$ cat src/rtl/pipe_ctrl_pkg.sv
`default_nettype none
// ============================================================================
// Module : pipe_ctrl_pkg
// Brief  : Shared FSM encoding and architectural constants for pipe_ctrl.
// Rev    : 1.0  initial release
// ============================================================================
package pipe_ctrl_pkg;

  typedef enum logic [1:0] {
    CTRL_IDLE     = 2'd0,
    CTRL_LU_STALL = 2'd1,
    CTRL_MC_WAIT  = 2'd2,
    CTRL_FLUSH    = 2'd3
  } ctrl_state_e;

  // Encoding loaded into a flushed stage (addi x0, x0, 0).
  localparam logic [31:0] c_NOP_INSN = 32'h0000_0013;
  localparam logic [4:0]  c_ZERO_REG = 5'd0;

endpackage
`default_nettype wire

$ cat src/rtl/pipe_ctrl_hazard_detect.sv
`default_nettype none
// ============================================================================
// Module : pipe_ctrl_hazard_detect
// Brief  : Combinational load-use compare between the ID operands and EX rd.
// Rev    : 1.0  initial release
// ============================================================================
module pipe_ctrl_hazard_detect
  import pipe_ctrl_pkg::*;
(
  input  logic [4:0] id_rs1_addr_i,
  input  logic [4:0] id_rs2_addr_i,
  input  logic       id_rs1_ren_i,
  input  logic       id_rs2_ren_i,
  input  logic [4:0] ex_rd_addr_i,
  input  logic       ex_reg_wen_i,
  input  logic       ex_mem_ren_i,
  output logic       lu_o
);

  logic w_rs1_hit;
  logic w_rs2_hit;
  logic w_ex_load_wr;

  // x0 is hardwired, so a load targeting it never creates a dependency.
  assign w_ex_load_wr = ex_mem_ren_i & ex_reg_wen_i & (ex_rd_addr_i != c_ZERO_REG);
  assign w_rs1_hit    = id_rs1_ren_i & (id_rs1_addr_i == ex_rd_addr_i);
  assign w_rs2_hit    = id_rs2_ren_i & (id_rs2_addr_i == ex_rd_addr_i);
  assign lu_o         = w_ex_load_wr & (w_rs1_hit | w_rs2_hit);

endmodule
`default_nettype wire

$ cat src/rtl/pipe_ctrl.sv
`default_nettype none
// ============================================================================
// Module : pipe_ctrl
// Brief  : Pipeline sequencer arbitrating jump flush, multi-cycle wait and
//          load-use stall. Optional perf counters under PIPE_CTRL_PERF_EN.
// Rev    : 1.0  initial release
// ============================================================================
module pipe_ctrl
  import pipe_ctrl_pkg::*;
#(
  parameter int FLUSH_CYCLES = 1,
  parameter int MC_TIMEOUT   = 64
) (
  input  logic        clk,
  input  logic        rst_n,
  input  logic [4:0]  id_rs1_addr_i,
  input  logic [4:0]  id_rs2_addr_i,
  input  logic        id_rs1_ren_i,
  input  logic        id_rs2_ren_i,
  input  logic [4:0]  ex_rd_addr_i,
  input  logic        ex_reg_wen_i,
  input  logic        ex_mem_ren_i,
  input  logic        ex_jump_en_i,
  input  logic [31:0] ex_jump_addr_i,
  input  logic        mc_start_i,
  input  logic        mc_done_i,
  output logic        hold_pc_o,
  output logic        hold_if_id_o,
  output logic        hold_id_ex_o,
  output logic        flush_if_id_o,
  output logic        flush_id_ex_o,
  output logic        jump_en_o,
  output logic [31:0] jump_addr_o,
`ifdef PIPE_CTRL_PERF_EN
  output logic [31:0] stall_cnt_o,
  output logic [31:0] flush_cnt_o,
`endif
  output logic        mc_timeout_o
);

  localparam int                c_TO_W      = $clog2(MC_TIMEOUT);
  localparam logic [c_TO_W-1:0] c_TO_LAST   = c_TO_W'(MC_TIMEOUT - 1);
  localparam logic [2:0]        c_FLUSH_INI = 3'(FLUSH_CYCLES - 1);

  ctrl_state_e       r_state;
  ctrl_state_e       w_state_nxt;
  logic [2:0]        r_flush_cnt;
  logic [2:0]        w_flush_nxt;
  logic [c_TO_W-1:0] r_to_cnt;
  logic [c_TO_W-1:0] w_to_nxt;
  logic              w_lu;

  pipe_ctrl_hazard_detect u_hazard_detect (
    .id_rs1_addr_i (id_rs1_addr_i),
    .id_rs2_addr_i (id_rs2_addr_i),
    .id_rs1_ren_i  (id_rs1_ren_i),
    .id_rs2_ren_i  (id_rs2_ren_i),
    .ex_rd_addr_i  (ex_rd_addr_i),
    .ex_reg_wen_i  (ex_reg_wen_i),
    .ex_mem_ren_i  (ex_mem_ren_i),
    .lu_o          (w_lu)
  );

  always_ff @(posedge clk) begin
    if (!rst_n) begin
      r_state     <= CTRL_IDLE;
      r_flush_cnt <= '0;
      r_to_cnt    <= '0;
    end else begin
      r_state     <= w_state_nxt;
      r_flush_cnt <= w_flush_nxt;
      r_to_cnt    <= w_to_nxt;
    end
  end

  always_comb begin
    w_state_nxt   = r_state;
    w_flush_nxt   = r_flush_cnt;
    w_to_nxt      = r_to_cnt;
    hold_pc_o     = 1'b0;
    hold_if_id_o  = 1'b0;
    hold_id_ex_o  = 1'b0;
    flush_if_id_o = 1'b0;
    flush_id_ex_o = 1'b0;
    jump_en_o     = 1'b0;
    jump_addr_o   = '0;
    mc_timeout_o  = 1'b0;
    if (rst_n) begin
      case (r_state)
        CTRL_IDLE: begin
          if (ex_jump_en_i) begin
            jump_en_o     = 1'b1;
            jump_addr_o   = ex_jump_addr_i;
            flush_if_id_o = 1'b1;
            flush_id_ex_o = 1'b1;
            if (FLUSH_CYCLES > 1) begin
              w_state_nxt = CTRL_FLUSH;
              w_flush_nxt = c_FLUSH_INI;
            end
          end else if (mc_start_i) begin
            hold_pc_o    = 1'b1;
            hold_if_id_o = 1'b1;
            hold_id_ex_o = 1'b1;
            w_state_nxt  = CTRL_MC_WAIT;
            w_to_nxt     = '0;
          end else if (w_lu) begin
            hold_pc_o     = 1'b1;
            hold_if_id_o  = 1'b1;
            flush_id_ex_o = 1'b1;
            w_state_nxt   = CTRL_LU_STALL;
          end
        end
        CTRL_LU_STALL: w_state_nxt = CTRL_IDLE;
        CTRL_MC_WAIT: begin
          // Done and timeout both release the holds in the same cycle.
          if (mc_done_i) begin
            w_state_nxt = CTRL_IDLE;
          end else if (r_to_cnt == c_TO_LAST) begin
            mc_timeout_o = 1'b1;
            w_state_nxt  = CTRL_IDLE;
          end else begin
            hold_pc_o    = 1'b1;
            hold_if_id_o = 1'b1;
            hold_id_ex_o = 1'b1;
            w_to_nxt     = r_to_cnt + 1'b1;
          end
        end
        CTRL_FLUSH: begin
          flush_if_id_o = 1'b1;
          flush_id_ex_o = 1'b1;
          if (r_flush_cnt <= 3'd1) begin
            w_state_nxt = CTRL_IDLE;
          end else begin
            w_flush_nxt = r_flush_cnt - 3'd1;
          end
        end
        default: w_state_nxt = CTRL_IDLE;
      endcase
    end
  end

`ifdef PIPE_CTRL_PERF_EN
  logic [31:0] r_stall_cnt;
  logic [31:0] r_jflush_cnt;

  always_ff @(posedge clk) begin
    if (!rst_n) begin
      r_stall_cnt  <= '0;
      r_jflush_cnt <= '0;
    end else begin
      if (hold_pc_o && (r_stall_cnt != 32'hFFFF_FFFF)) begin
        r_stall_cnt <= r_stall_cnt + 32'd1;
      end
      if (jump_en_o && (r_jflush_cnt != 32'hFFFF_FFFF)) begin
        r_jflush_cnt <= r_jflush_cnt + 32'd1;
      end
    end
  end

  assign stall_cnt_o = r_stall_cnt;
  assign flush_cnt_o = r_jflush_cnt;
`endif

endmodule
`default_nettype wire

$ cat config.mk
export PLATFORM = sky130hd
export DESIGN_NAME = pipe_ctrl
export DESIGN_NICKNAME = d
export VERILOG_FILES = /design/src/rtl/pipe_ctrl_pkg.sv /design/src/rtl/pipe_ctrl_hazard_detect.sv /design/src/rtl/pipe_ctrl.sv
export SDC_FILE = /design/constraint.sdc
export NUM_CORES = 1
export LEC_CHECK = 0
export CAP_MARGIN = 20
export CORE_UTILIZATION = 29
export DETAILED_ROUTE_END_ITERATION = 8
export GPL_ROUTABILITY_DRIVEN = 0
export PLACE_DENSITY = 0.78
export SYNTH_ARGS = -nofsm -noshare
export SYNTH_HDL_FRONTEND = slang
export SYNTH_SLANG_ARGS = --single-unit
$ cat constraint.sdc
create_clock -name clk -period 2.5 [get_ports clk]
set_input_delay 0.75 -clock clk [delete_from_list [all_inputs] [get_ports clk]]
set_output_delay 0.75 -clock clk [all_outputs]
set_load 0.05 [all_outputs]
# [Word level (Yosys, flattened, before mapping)]
# Cells that the tools add are included.
[classes] reduce_logical=6 div_mod_pow=0 n_mul=0 addsub=2 muxes=39 order_cmp=1 bitwise_logic=7 n_eq_ne=13 n_shift=0
[ops] operator="32-bit 2-to-1 mux" count=3
[ops] operator="6-bit 2-to-1 mux" count=4
[ops] operator="1-bit 2-to-1 mux" count=20
[ops] operator="2-bit 2-to-1 mux" count=6
[ops] operator="6-bit case mux with 2 select lines" count=1
[ops] operator="5-bit equality test" count=2
[ops] operator="2-bit != test (second input constant)" count=5
[ops] operator="1-bit case mux with 2 select lines" count=4
[ops] operator="2-bit case mux with 4 select lines" count=1
[ops] operator="6-bit by 1-bit adder with 6-bit output (second input constant)" count=1
[ops] operator="6-bit equality test (second input constant)" count=1
[ops] operator="1-bit bitwise AND" count=5
[ops] operator="5-bit AND reduction" count=1
[ops] operator="5-bit nonzero test" count=1
[ops] operator="2-bit equality test (second input constant)" count=2
[ops] operator="4-bit AND reduction" count=1
[ops] operator="3-bit by 1-bit <= comparator with 1-bit output (second input constant)" count=1
[ops] operator="3-bit by 2-bit != test with 1-bit output (second input constant)" count=1
[ops] operator="3-bit != test (second input constant)" count=1
[ops] operator="3-bit by 1-bit subtractor with 3-bit output (second input constant)" count=1
[ops] operator="2-bit by 1-bit equality test with 1-bit output (second input constant)" count=1
[ops] operator="2-bit logical NOT" count=1
[ops] operator="2-bit AND reduction" count=1
[ops] operator="2-bit nonzero test" count=1
[ops] operator="2 further kinds" count=2
[word_totals] mem_count=0 out_inout_bits=39 word_cells=71 rom_bits=0 in_bits=56 register_bits=11 ram_bits=0 latch_bits=0

# [Longest topological paths before layout]
# Gate-level depths: netlist of run 1.
[logic_depth] depth_word=9 ltp_mapped=7 depth_no_buf=7

# [Cells and area by module]
# Synthesis of run 1 repeated with hierarchy kept, for this count alone.
[unflattened] hier_cells=148 hier_area_um2=1116.1
[by_module_without_submodules] module="pipe_ctrl" cells_per_inst=131 area_each_um2=980.9 seq_area_each_um2=220.2 n_inst=1
[by_module_without_submodules] module="pipe_ctrl_hazard_detect" cells_per_inst=17 area_each_um2=135.1 seq_area_each_um2=0.0 n_inst=1

# [Least setup slack after synthesis of run 1]
# Ideal clock, no wire load.
[synth_timing] path_type="in2out" start="input port ex_rd_addr_i[1]" end="output port hold_pc_o" stages=6 arrival_ps=2477 path_buffers=1 required_ps=1750 slack_ps=-727 cell_sequence="xnor2_1 -> nand4_1 -> o22ai_1 -> nand2_1 -> o21bai_1 -> buf_4"
[synth_between] elab_chain_len=9 word_cells_on_any_way=13 cone_classes="eq/ne (2); mux (5); bitwise (5); reduce/logical (1)"
[synth_rtl] item="start, declared" line="pipe_ctrl.sv:20" text="input logic [4:0] ex_rd_addr_i,"
[synth_rtl] item="5-bit equality test (on tied branches)" line="pipe_ctrl_hazard_detect.sv:26, pipe_ctrl_hazard_detect.sv:27"
[synth_rtl] item="1-bit bitwise AND (on tied branches)" line="pipe_ctrl_hazard_detect.sv:26, pipe_ctrl_hazard_detect.sv:27"
[synth_rtl] item="1-bit OR" line="pipe_ctrl_hazard_detect.sv:28" text="assign lu_o = w_ex_load_wr & (w_rs1_hit | w_rs2_hit);"
[synth_rtl] item="1-bit bitwise AND (*)" line="pipe_ctrl_hazard_detect.sv:28"
[synth_rtl] item="1-bit 2-to-1 mux (*) (3 in a row)"
[synth_rtl] item="1-bit case mux with 2 select lines (*)"
[synth_rtl] item="1-bit 2-to-1 mux (*)"
[synth_rtl] item="end, declared" line="pipe_ctrl.sv:27" text="output logic hold_pc_o,"
# Mark *: on every way between the ends. The rest lies on a longest branch, timed or not.

# [Worst setup path after layout of run 1]
[layout_timing] start="input port id_rs1_ren_i" end="output port hold_pc_o"
[layout_between] elab_chain_len=8
[layout_rtl] item="start, declared" line="pipe_ctrl.sv:18" text="input logic id_rs1_ren_i,"
[layout_rtl] item="1-bit bitwise AND" line="pipe_ctrl_hazard_detect.sv:26" text="assign w_rs1_hit = id_rs1_ren_i & (id_rs1_addr_i == ex_rd_addr_i);"
[layout_rtl] item="1-bit OR" line="pipe_ctrl_hazard_detect.sv:28"
[layout_rtl] item="1-bit bitwise AND" line="pipe_ctrl_hazard_detect.sv:28"
[layout_rtl] item="1-bit 2-to-1 mux" line="pipe_ctrl.sv:106" text="end else if (w_lu) begin"
[layout_rtl] item="1-bit 2-to-1 mux" line="pipe_ctrl.sv:100" text="end else if (mc_start_i) begin"
[layout_rtl] item="1-bit 2-to-1 mux" line="pipe_ctrl.sv:91" text="if (ex_jump_en_i) begin"
[layout_rtl] item="1-bit case mux with 2 select lines" line="pipe_ctrl.sv:89" text="case (r_state)"
[layout_rtl] item="1-bit 2-to-1 mux" line="pipe_ctrl.sv:88" text="if (rst_n) begin"
# No other way between the ends.

==> results.json, run 1 <==
{
  "outcome": "complete, but fails checks",
  "violations": "negative setup slack",
  "drc": 0,
  "setup_viol": 3,
  "dpl.hpwl_um": 3161,
  "drv_cap": 0,
  "synth_warnings": 0,
  "core_region_area_um2": 3689,
  "skew_ns": 0.002112,
  "cts_sinks": 11,
  "gr-usage-all-layers": 0.1887,
  "period_share": 1.093,
  "nets": 319,
  "ys_types": 38,
  "synth_edf_count": 0,
  "final_antenna_net_count": 0,
  "synth_top_area_cell": "dfxtp_1",
  "vdd_drop_max_v": 0.0002012,
  "clk_pin_slew_ns": 0.05,
  "area_delta_synth_final_pct": 150.3,
  "leakagePower_nw": 1.186,
  "ys_seq_elements": 11,
  "cp-start-kind": "primary input",
  "period_minus_slack_ns": 2.732,
  "cts_tree": "done",
  "final_common_cell": "buf_12",
  "drt_first_pass_iters": 4,
  "path_cells": "clkdlybuf4s50_1 > nand2_1 > o22ai_2 > nand2_2 > o21bai_4 > buf_12",
  "place_inst": 294,
  "syn_nets": 206,
  "crit_type": "primary input to output port",
  "cp_top_family": "buffers and inverters",
  "worstHoldPathType": "flip-flop to flip-flop",
  "diodes": 0,
  "syn_area_per_cell_um2": 7.883,
  "critPathCaptureType": "output port",
  "syn_inst": 143,
  "crit_slowest_cell": "clkdlybuf4s50_1",
  "setup_ws_ns": -0.2316,
  "hold_buffers": 0,
  "tightest_slew_ns": 0.2970,
  "clock-root-buffer": "clkbuf_8",
  "portBuffers": 94,
  "crit_required_ns": 1.75,
  "vias_per_cell": 4.782,
  "wirelength_um": 4285,
  "hold_viol_final": 0,
  "ys_seq_area_frac": 0.1953,
  "drive_gt1_frac": 0.4627,
  "rsz0062_at_grt": "true",
  "crit_buf_inv": 2,
  "max_freq_mhz": 366.1,
  "htreeDepth": 1,
  "cts_buffers": 3,
  "drt_iter0_markers": 42,
  "whs_ns": 0.5485,
  "crit_arrival_ns": 1.98,
  "grt_overflow": 0,
  "synth.top_cells.by_area": "dfxtp_1 20%, and2_1 19%, xnor2_1 8.5%",
  "grt_first_pass_wirelength_um": 6106,
  "clock_path_buffers": 2,
  "slew_violations": 0,
  "die_h_um": 64.35,
  "critPathMaxStageDelay_ns": 0.46,
  "async_flop_share": 0,
  "initial_utilization": 0.3056,
  "crit_path_max_fanout": 2,
  "fp-row-count": 22,
  "vias": 1449,
  "instances_no_fill": 303,
  "fillers": 243,
  "synthFlopType": "dfxtp_1",
  "synth_area_um2": 1127,
  "clk_latency_ns": 0.25,
  "grt_max_degree": 24,
  "die_w_um": 64.35,
  "antenna_found_initial": 0,
  "wl_per_cell_um": 14.14,
  "final_cell_mix": "39 x buf_12, 36 x clkdlybuf4s50_1, 21 x and2_4",
  "slew_headroom": 0.8014,
  "power_density_nw_per_um2": 418.1,
  "yosys.area.top_type_share": 0.1953,
  "io_pins": 95,
  "dieArea_um2": 4141,
  "grt_pass1_vias": 1426
}
-- per-stage QoR --
stage | cell area [um^2] | total power [W] | util | TNS [ns] | worst slack [ns]
after floorplan | 1169 | 0.0005567 | - | -0.2817 | -0.2548
after global placement | 2641 | 0.0009298 | 0.7161 | -11.12 | -0.6164
after detailed placement | 2641 | 0.0009391 | 0.7161 | -11.87 | -0.6995
after CTS | 2720 | 0.001139 | 0.7374 | -0.6198 | -0.2164
after global routing | 2821 | 0.001222 | 0.7649 | -0.7726 | -0.2609
final | 2821 | 0.001180 | 0.7649 | -0.6688 | -0.2316
-- power by group --
part / switching [W] / leakage, nW / internal [W]
clock: 0.0000742 / 0.0228 / 0.000113
combinational: 0.000386 / 1.07 / 0.000413
sequential: 0.0000104 / 0.0889 / 0.000183
total: 0.000471 / 1.19 / 0.000709
-- logic make-up after synthesis --
kind of cell / synth area share
AOI/OAI and AO/OA: 0.1354
DFF: 0.1953
adders and majority gates: 0.07769
xor gates and xnor gates: 0.1165
muxes: 0.01776
buffers and inverters: 0.03663
and+or+nand+nor: 0.4206
-- final cells by class --
class	instances	area, um^2	share of cell area
inverters	5	18.77	0.006652
flip-flops and latches	11	220.2	0.07805
multi-input cells	122	1007	0.3570
repair buffers	113	1470	0.5211
well taps	48	60.06	0.02129
clock buffers	4	45.04	0.01596
-- synthesized netlist by cell type (2+ instances only) --
| master | number |
|---|---|
| a21oi_1 | 2 |
| nor3b_1 | 2 |
| clkbuf_1 | 4 |
| nand2_1 | 12 |
| xnor2_1 | 11 |
| nor3_1 | 2 |
| o21a_1 | 2 |
| nand3_1 | 4 |
| inv_1 | 5 |
| ha_1 | 7 |
| nor2_1 | 8 |
| nand3b_1 | 3 |
| nand2b_1 | 3 |
| and3_1 | 2 |
| xor2_1 | 4 |
| nor2b_1 | 2 |
| and2_1 | 35 |
| and3_2 | 2 |
| dfxtp_1 | 11 |
| mux2i_1 | 2 |
| nand4_1 | 3 |
-- flip-flops by register name, summed over array words and instances, names as in the netlist --
signal       flops
r_state          2
r_flush_cnt      3
r_to_cnt         6
-- layer usage --
layer	vias to the layer above	global-route usage	part of all wire
met2	66	0.3461	0.55
li1	706	-	-
met1	666	0.2011	0.35
met5	-	0	0
met4	0	0.1000	0.031
met3	11	0.03571	0.064
-- repair_timing --
action | in CTS | in global routing
gates resized for setup | 43 | 37
setup endpoints to repair | 39 | 37
pin swaps | 20 | 11
setup buffers | 2 | 3
-- final timing paths --
path,startpoint,to,slack (ns),cells past startpoint
worst max-delay path,id_rs1_ren_i,hold_pc_o,-0.23,6
worst min-delay path,r_flush_cnt[1],r_flush_cnt[1],0.55,1
worst max register to register,r_state[0],r_state[1],0.64,8
worst min register to register,r_flush_cnt[1],r_flush_cnt[1],0.55,1
Note: power is estimated with default switching activity, not from simulation.
==> run 2: changes to the inputs <==
==> constraint.sdc (replaced) <==
create_clock -name clk -period 2.2 [get_ports clk]
set_input_delay 0.66 -clock clk [delete_from_list [all_inputs] [get_ports clk]]
set_output_delay 0.66 -clock clk [all_outputs]
set_load 0.05 [all_outputs]
==> results.json, run 2 (synthesized netlist as in run 1, its figures left out) <==
{
  "htreeDepth": 1,
  "cts_sinks": 11,
  "max_freq_mhz": 389.5,
  "drt_iter0_markers": 57,
  "place_inst": 297,
  "critPathCaptureType": "output port",
  "vdd_drop_max_v": 0.0003126,
  "gr-usage-all-layers": 0.2768,
  "grt_first_pass_wirelength_um": 8666,
  "clockPowerShare": 0.138,
  "multiInputGateArea_um2": 1125,
  "crit_arrival_ns": 1.91,
  "vias_per_cell": 4.960,
  "slew_headroom": 0.8097,
  "tns_ns": -6.477,
  "outcome": "complete, but fails checks",
  "die_h_um": 64.35,
  "diodes": 0,
  "cts_buffers": 3,
  "wirelength_um": 6319,
  "die_w_um": 64.35,
  "p_sw_w": 0.0006515,
  "setup_viol": 40,
  "skew_ns": 0.003528,
  "initial_utilization": 0.3056,
  "reg_top3": "r_to_cnt: 6 flops, r_flush_cnt: 3 flops, r_state: 2 flops",
  "reg2reg_from": "r_state[1]",
  "crit_type": "primary input to output port",
  "register_area_um2": 230.2,
  "instances_no_fill": 321,
  "p_sw_frac": 0.4004,
  "cts_tree": "done",
  "crit_path_max_fanout": 2,
  "leakagePower_nw": 1.336,
  "crit_required_ns": 1.54,
  "regMostFlops": "r_to_cnt",
  "wl_per_cell_um": 19.69,
  "clk_latency_ns": 0.25,
  "antenna_found_initial": 0,
  "rsz0062_at_grt": "true",
  "dpl.hpwl_um": 3425,
  "tightest_slew_ns": 0.2855,
  "dieArea_um2": 4141,
  "drv_cap": 0,
  "power_density_nw_per_um2": 512.9,
  "largest_reg_flops": 6,
  "min_from": "r_to_cnt[4]",
  "drive_gt1_frac": 0.5714,
  "cp-start-kind": "primary input",
  "period_minus_slack_ns": 2.567,
  "violations": "negative setup slack",
  "hold_viol_final": 0,
  "area_delta_synth_final_pct": 181.4,
  "period_share": 1.167,
  "startpoint": "id_rs2_addr_i[2]",
  "nets": 337,
  "grt_max_degree": 10,
  "final_common_cell": "buf_12",
  "setup_ws_ns": -0.3672,
  "p_int_w": 0.0009754,
  "worstHoldPathType": "flip-flop to flip-flop",
  "fillers": 168,
  "grt_overflow": 0,
  "final_cell_mix": "40 x buf_12, 36 x clkdlybuf4s50_1, 32 x and2_4",
  "combinationalPowerShare": 0.723,
  "slew_violations": 0,
  "p_seq_frac": 0.138,
  "portBuffers": 94,
  "clk_pin_slew_ns": 0.06,
  "final_antenna_net_count": 0,
  "grt_pass1_vias": 1785,
  "clock-root-buffer": "clkbuf_8",
  "fp-row-count": 22,
  "drc": 0,
  "core_region_area_um2": 3689,
  "clock_path_buffers": 2,
  "drt_first_pass_iters": 4,
  "io_pins": 95,
  "final_area_um2": 3172,
  "vias": 1592,
  "dpl_cell_area_um2": 2721
}
## run 2: cell count changes in the layout (fill, tap and decap cells not counted), sizes merged
cell	change
buf	+22
dlygate4sd2	-2
clkbuf	+2
clkdlybuf4s15	-4
## run 2: path summary, 6_finish.rpt
check / endpoint / slack (ns) / cells after the start
hold / removal: r_to_cnt[4] / 0.56 / 2
setup reg to reg: r_to_cnt[5] / -0.02 / 13
hold reg to reg: r_to_cnt[4] / 0.56 / 2
setup / recovery: hold_pc_o / -0.37 / 7
## run 2: metrics by stage
stage	hold WS [ns]	utilization	setup WS, ns	power, W
2_1_floorplan	0.5017	-	-0.2501	0.0006563
3_3_place_gp	0.5287	0.7378	-0.6675	0.001090
3_5_place_dp	0.5379	0.7378	-0.6738	0.001103
4_1_cts	0.5566	0.8229	-0.3790	0.001477
5_1_grt	0.5986	0.8599	-0.5148	0.001676
6_report	0.5551	0.8599	-0.3672	0.001627
## run 2: metal layers
metal | vias to the layer above | share of wire | global-route usage
li1 | 744 | - | -
met1 | 734 | 0.38 | 0.2863
met2 | 93 | 0.54 | 0.5289
met3 | 21 | 0.056 | 0.06964
met4 | 0 | 0.025 | 0.09722
met5 | - | 0 | 0
## run 2: power groups by stage
stage	Clock [W]	Combinational, W	Sequential [W]
after floorplan	0	0.000437	0.000219
after global placement	0	0.000869	0.000221
after detailed placement	0	0.000882	0.000222
after CTS	0.000219	0.00104	0.000223
after global routing	0.000233	0.00122	0.000226
final	0.000225	0.00118	0.000225
## run 2: final cells by class
| type | instances | area share |
|---|---|---|
| clock buffer | 4 | 0.01420 |
| inverter | 5 | 0.007495 |
| multi-input combinational | 122 | 0.3546 |
| sequential | 11 | 0.07258 |
| tap | 48 | 0.01893 |
| timing repair buffer | 131 | 0.5322 |
## run 2: timing repair
action | 4_1_cts | 5_1_grt
gates resized for setup | 86 | 34
endpoints found under the setup margin | 39 | 44
gates cloned | 4 | 0
pin swaps | 24 | 37
hold buffers | 0 | 0
setup buffers | 11 | 8
## run 2: worst max-delay path, stage by stage
cell and delay (ns):
dlygate4sd2_1 0.26, xnor2_1 0.21, nand4_1 0.14, o22ai_2 0.18, nand2_2 0.10, o21bai_4 0.19, buf_12 0.16
==> run 3: changes to the inputs <==
==> constraint.sdc (replaced) <==
create_clock -name clk -period 2.2 [get_ports clk]
set_input_delay 0.66 -clock clk [delete_from_list [all_inputs] [get_ports clk]]
set_output_delay 0.66 -clock clk [all_outputs]
set_load 0.005 [all_outputs]
==> results.json, run 3 (synthesized netlist as in run 1, its figures left out) <==
{
  "dpl_cell_area_um2": 2291,
  "rsz0062_at_grt": "true",
  "diodes": 0,
  "final_cell_mix": "36 x clkdlybuf4s50_1, 36 x buf_2, 31 x and2_1, 31 x buf_4",
  "crit_arrival_ns": 1.77,
  "finalPower_w": 0.001013,
  "clock-root-buffer": "clkbuf_8",
  "slew_violations": 0,
  "crit_type": "primary input to output port",
  "grt_pass1_vias": 1547,
  "cts_buffers": 3,
  "clk_latency_ns": 0.24,
  "drt_iter0_markers": 85,
  "drive_gt1_frac": 0.4265,
  "largest_reg_flops": 6,
  "period_share": 1.107,
  "leakagePower_nw": 1.113,
  "vias_per_cell": 4.672,
  "final_area_um2": 2381,
  "nets": 336,
  "min_delay_path_depth": 1,
  "io_pins": 95,
  "max_freq_mhz": 410.8,
  "skew_ns": 0.002003,
  "violations": "negative setup slack",
  "drt_first_pass_iters": 4,
  "reg2reg_depth": 12,
  "die_w_um": 64.35,
  "reg_top3": "r_to_cnt: 6 flops, r_flush_cnt: 3 flops, r_state: 2 flops",
  "finalCoreUtilization": 0.6455,
  "wl_per_cell_um": 12.93,
  "grt_overflow": 0,
  "hold_buffers": 0,
  "vias": 1495,
  "tightest_slew_ns": 0.3209,
  "path_cells": "buf_8 > or3_1 > o311a_1 > a31o_2 > buf_2",
  "power_density_nw_per_um2": 425.3,
  "crit_required_ns": 1.54,
  "crit_path_max_fanout": 3,
  "die_h_um": 64.35,
  "fp-row-count": 22,
  "wirelength_um": 4138,
  "final_antenna_net_count": 0,
  "initial_utilization": 0.3056,
  "slew_headroom": 0.7860,
  "worstHoldPathType": "flip-flop to flip-flop",
  "clock_path_buffers": 2,
  "setup_viol": 3,
  "hold_viol_final": 0,
  "outcome": "complete, but fails checks",
  "drv_cap": 0,
  "clk_pin_slew_ns": 0.05,
  "critPathCaptureType": "output port",
  "cp-start-kind": "primary input",
  "critPathMaxStageDelay_ns": 0.36,
  "antenna_found_initial": 0,
  "drc": 0,
  "vdd_drop_max_v": 0.0001909,
  "dieArea_um2": 4141,
  "grt_max_degree": 18,
  "cts_sinks": 11,
  "cts_tree": "done",
  "grt_first_pass_wirelength_um": 6582,
  "setup_ws_ns": -0.2344,
  "portBuffers": 94,
  "crit_slowest_cell": "or3_1",
  "regMostFlops": "r_to_cnt",
  "dpl.hpwl_um": 3063,
  "core_region_area_um2": 3689,
  "area_delta_synth_final_pct": 111.2,
  "htreeDepth": 1,
  "gr-usage-all-layers": 0.1989,
  "period_minus_slack_ns": 2.434
}
[run 3: cell types whose count changed in the layout (fill, tap and decap cells not counted), sizes merged]
cell           previous run  this run
clkdlybuf4s15             1         5
clkbuf                    9         6
buf                      83        79
dlygate4sd2               6         8
[run 3: cell type report]
type / instances / area (um^2)
Timing Repair Buffer: 130 / 1042
Fill cell: 323 / 1308
Sequential cell: 11 / 225.2
Clock buffer: 4 / 45.04
Tap cell: 48 / 60.06
Inverter: 5 / 21.27
Multi-Input combinational cell: 122 / 987.2
[run 3: routing by layer]
layer	wire, um	vias to the layer above	global-route usage
met5	0	-	0
met4	105	0	0.05833
met3	228	10	0.03750
met2	2256	57	0.4013
met1	1548	688	0.2004
li1	-	740	-
[run 3: critical path: cells and delay by family]
kind / cells / cell delay, ns
AOI/OAI and AO/OA: 2 / 0.53
and+or+nand+nor: 1 / 0.36
buffers and inverters: 2 / 0.21
[run 3: final timing paths]
| check | start | end | slack [ns] |
|---|---|---|---|
| hold reg to reg | r_flush_cnt[1] | r_flush_cnt[1] | 0.55 |
| hold / removal | r_flush_cnt[1] | r_flush_cnt[1] | 0.55 |
| setup reg to reg | r_state[1] | r_to_cnt[0] | 0.14 |
| setup / recovery | ex_rd_addr_i[1] | flush_id_ex_o | -0.23 |
[run 3: timing repair]
item,in CTS,in global routing
pin swaps,29,17
cloned,1,0
endpoints found under the setup margin,39,38
gates resized for setup,218,23
setup buffers,12,5
[run 3: per-stage QoR]
stage / instances / setup WS [ns] / setup TNS (ns) / hold slack (ns)
3_3_place_gp: 303 / -1.003 / -27.87 / 0.5288
2_1_floorplan: 143 / -0.1279 / -0.1826 / 0.5017
5_1_grt: 320 / -0.2695 / -0.8237 / 0.5789
4_1_cts: 320 / -0.2700 / -0.9215 / 0.5545
3_5_place_dp: 303 / -0.9959 / -28.93 / 0.5417
6_report: 320 / -0.2344 / -0.6857 / 0.5523
[run 3: where the power goes]
part / switching [W] / internal, W / leakage, nW
clock: 0.0000778 / 0.000127 / 0.0228
sequential: 0.00000940 / 0.000210 / 0.0907
combinational: 0.000227 / 0.000361 / 1.00
total: 0.000315 / 0.000698 / 1.11
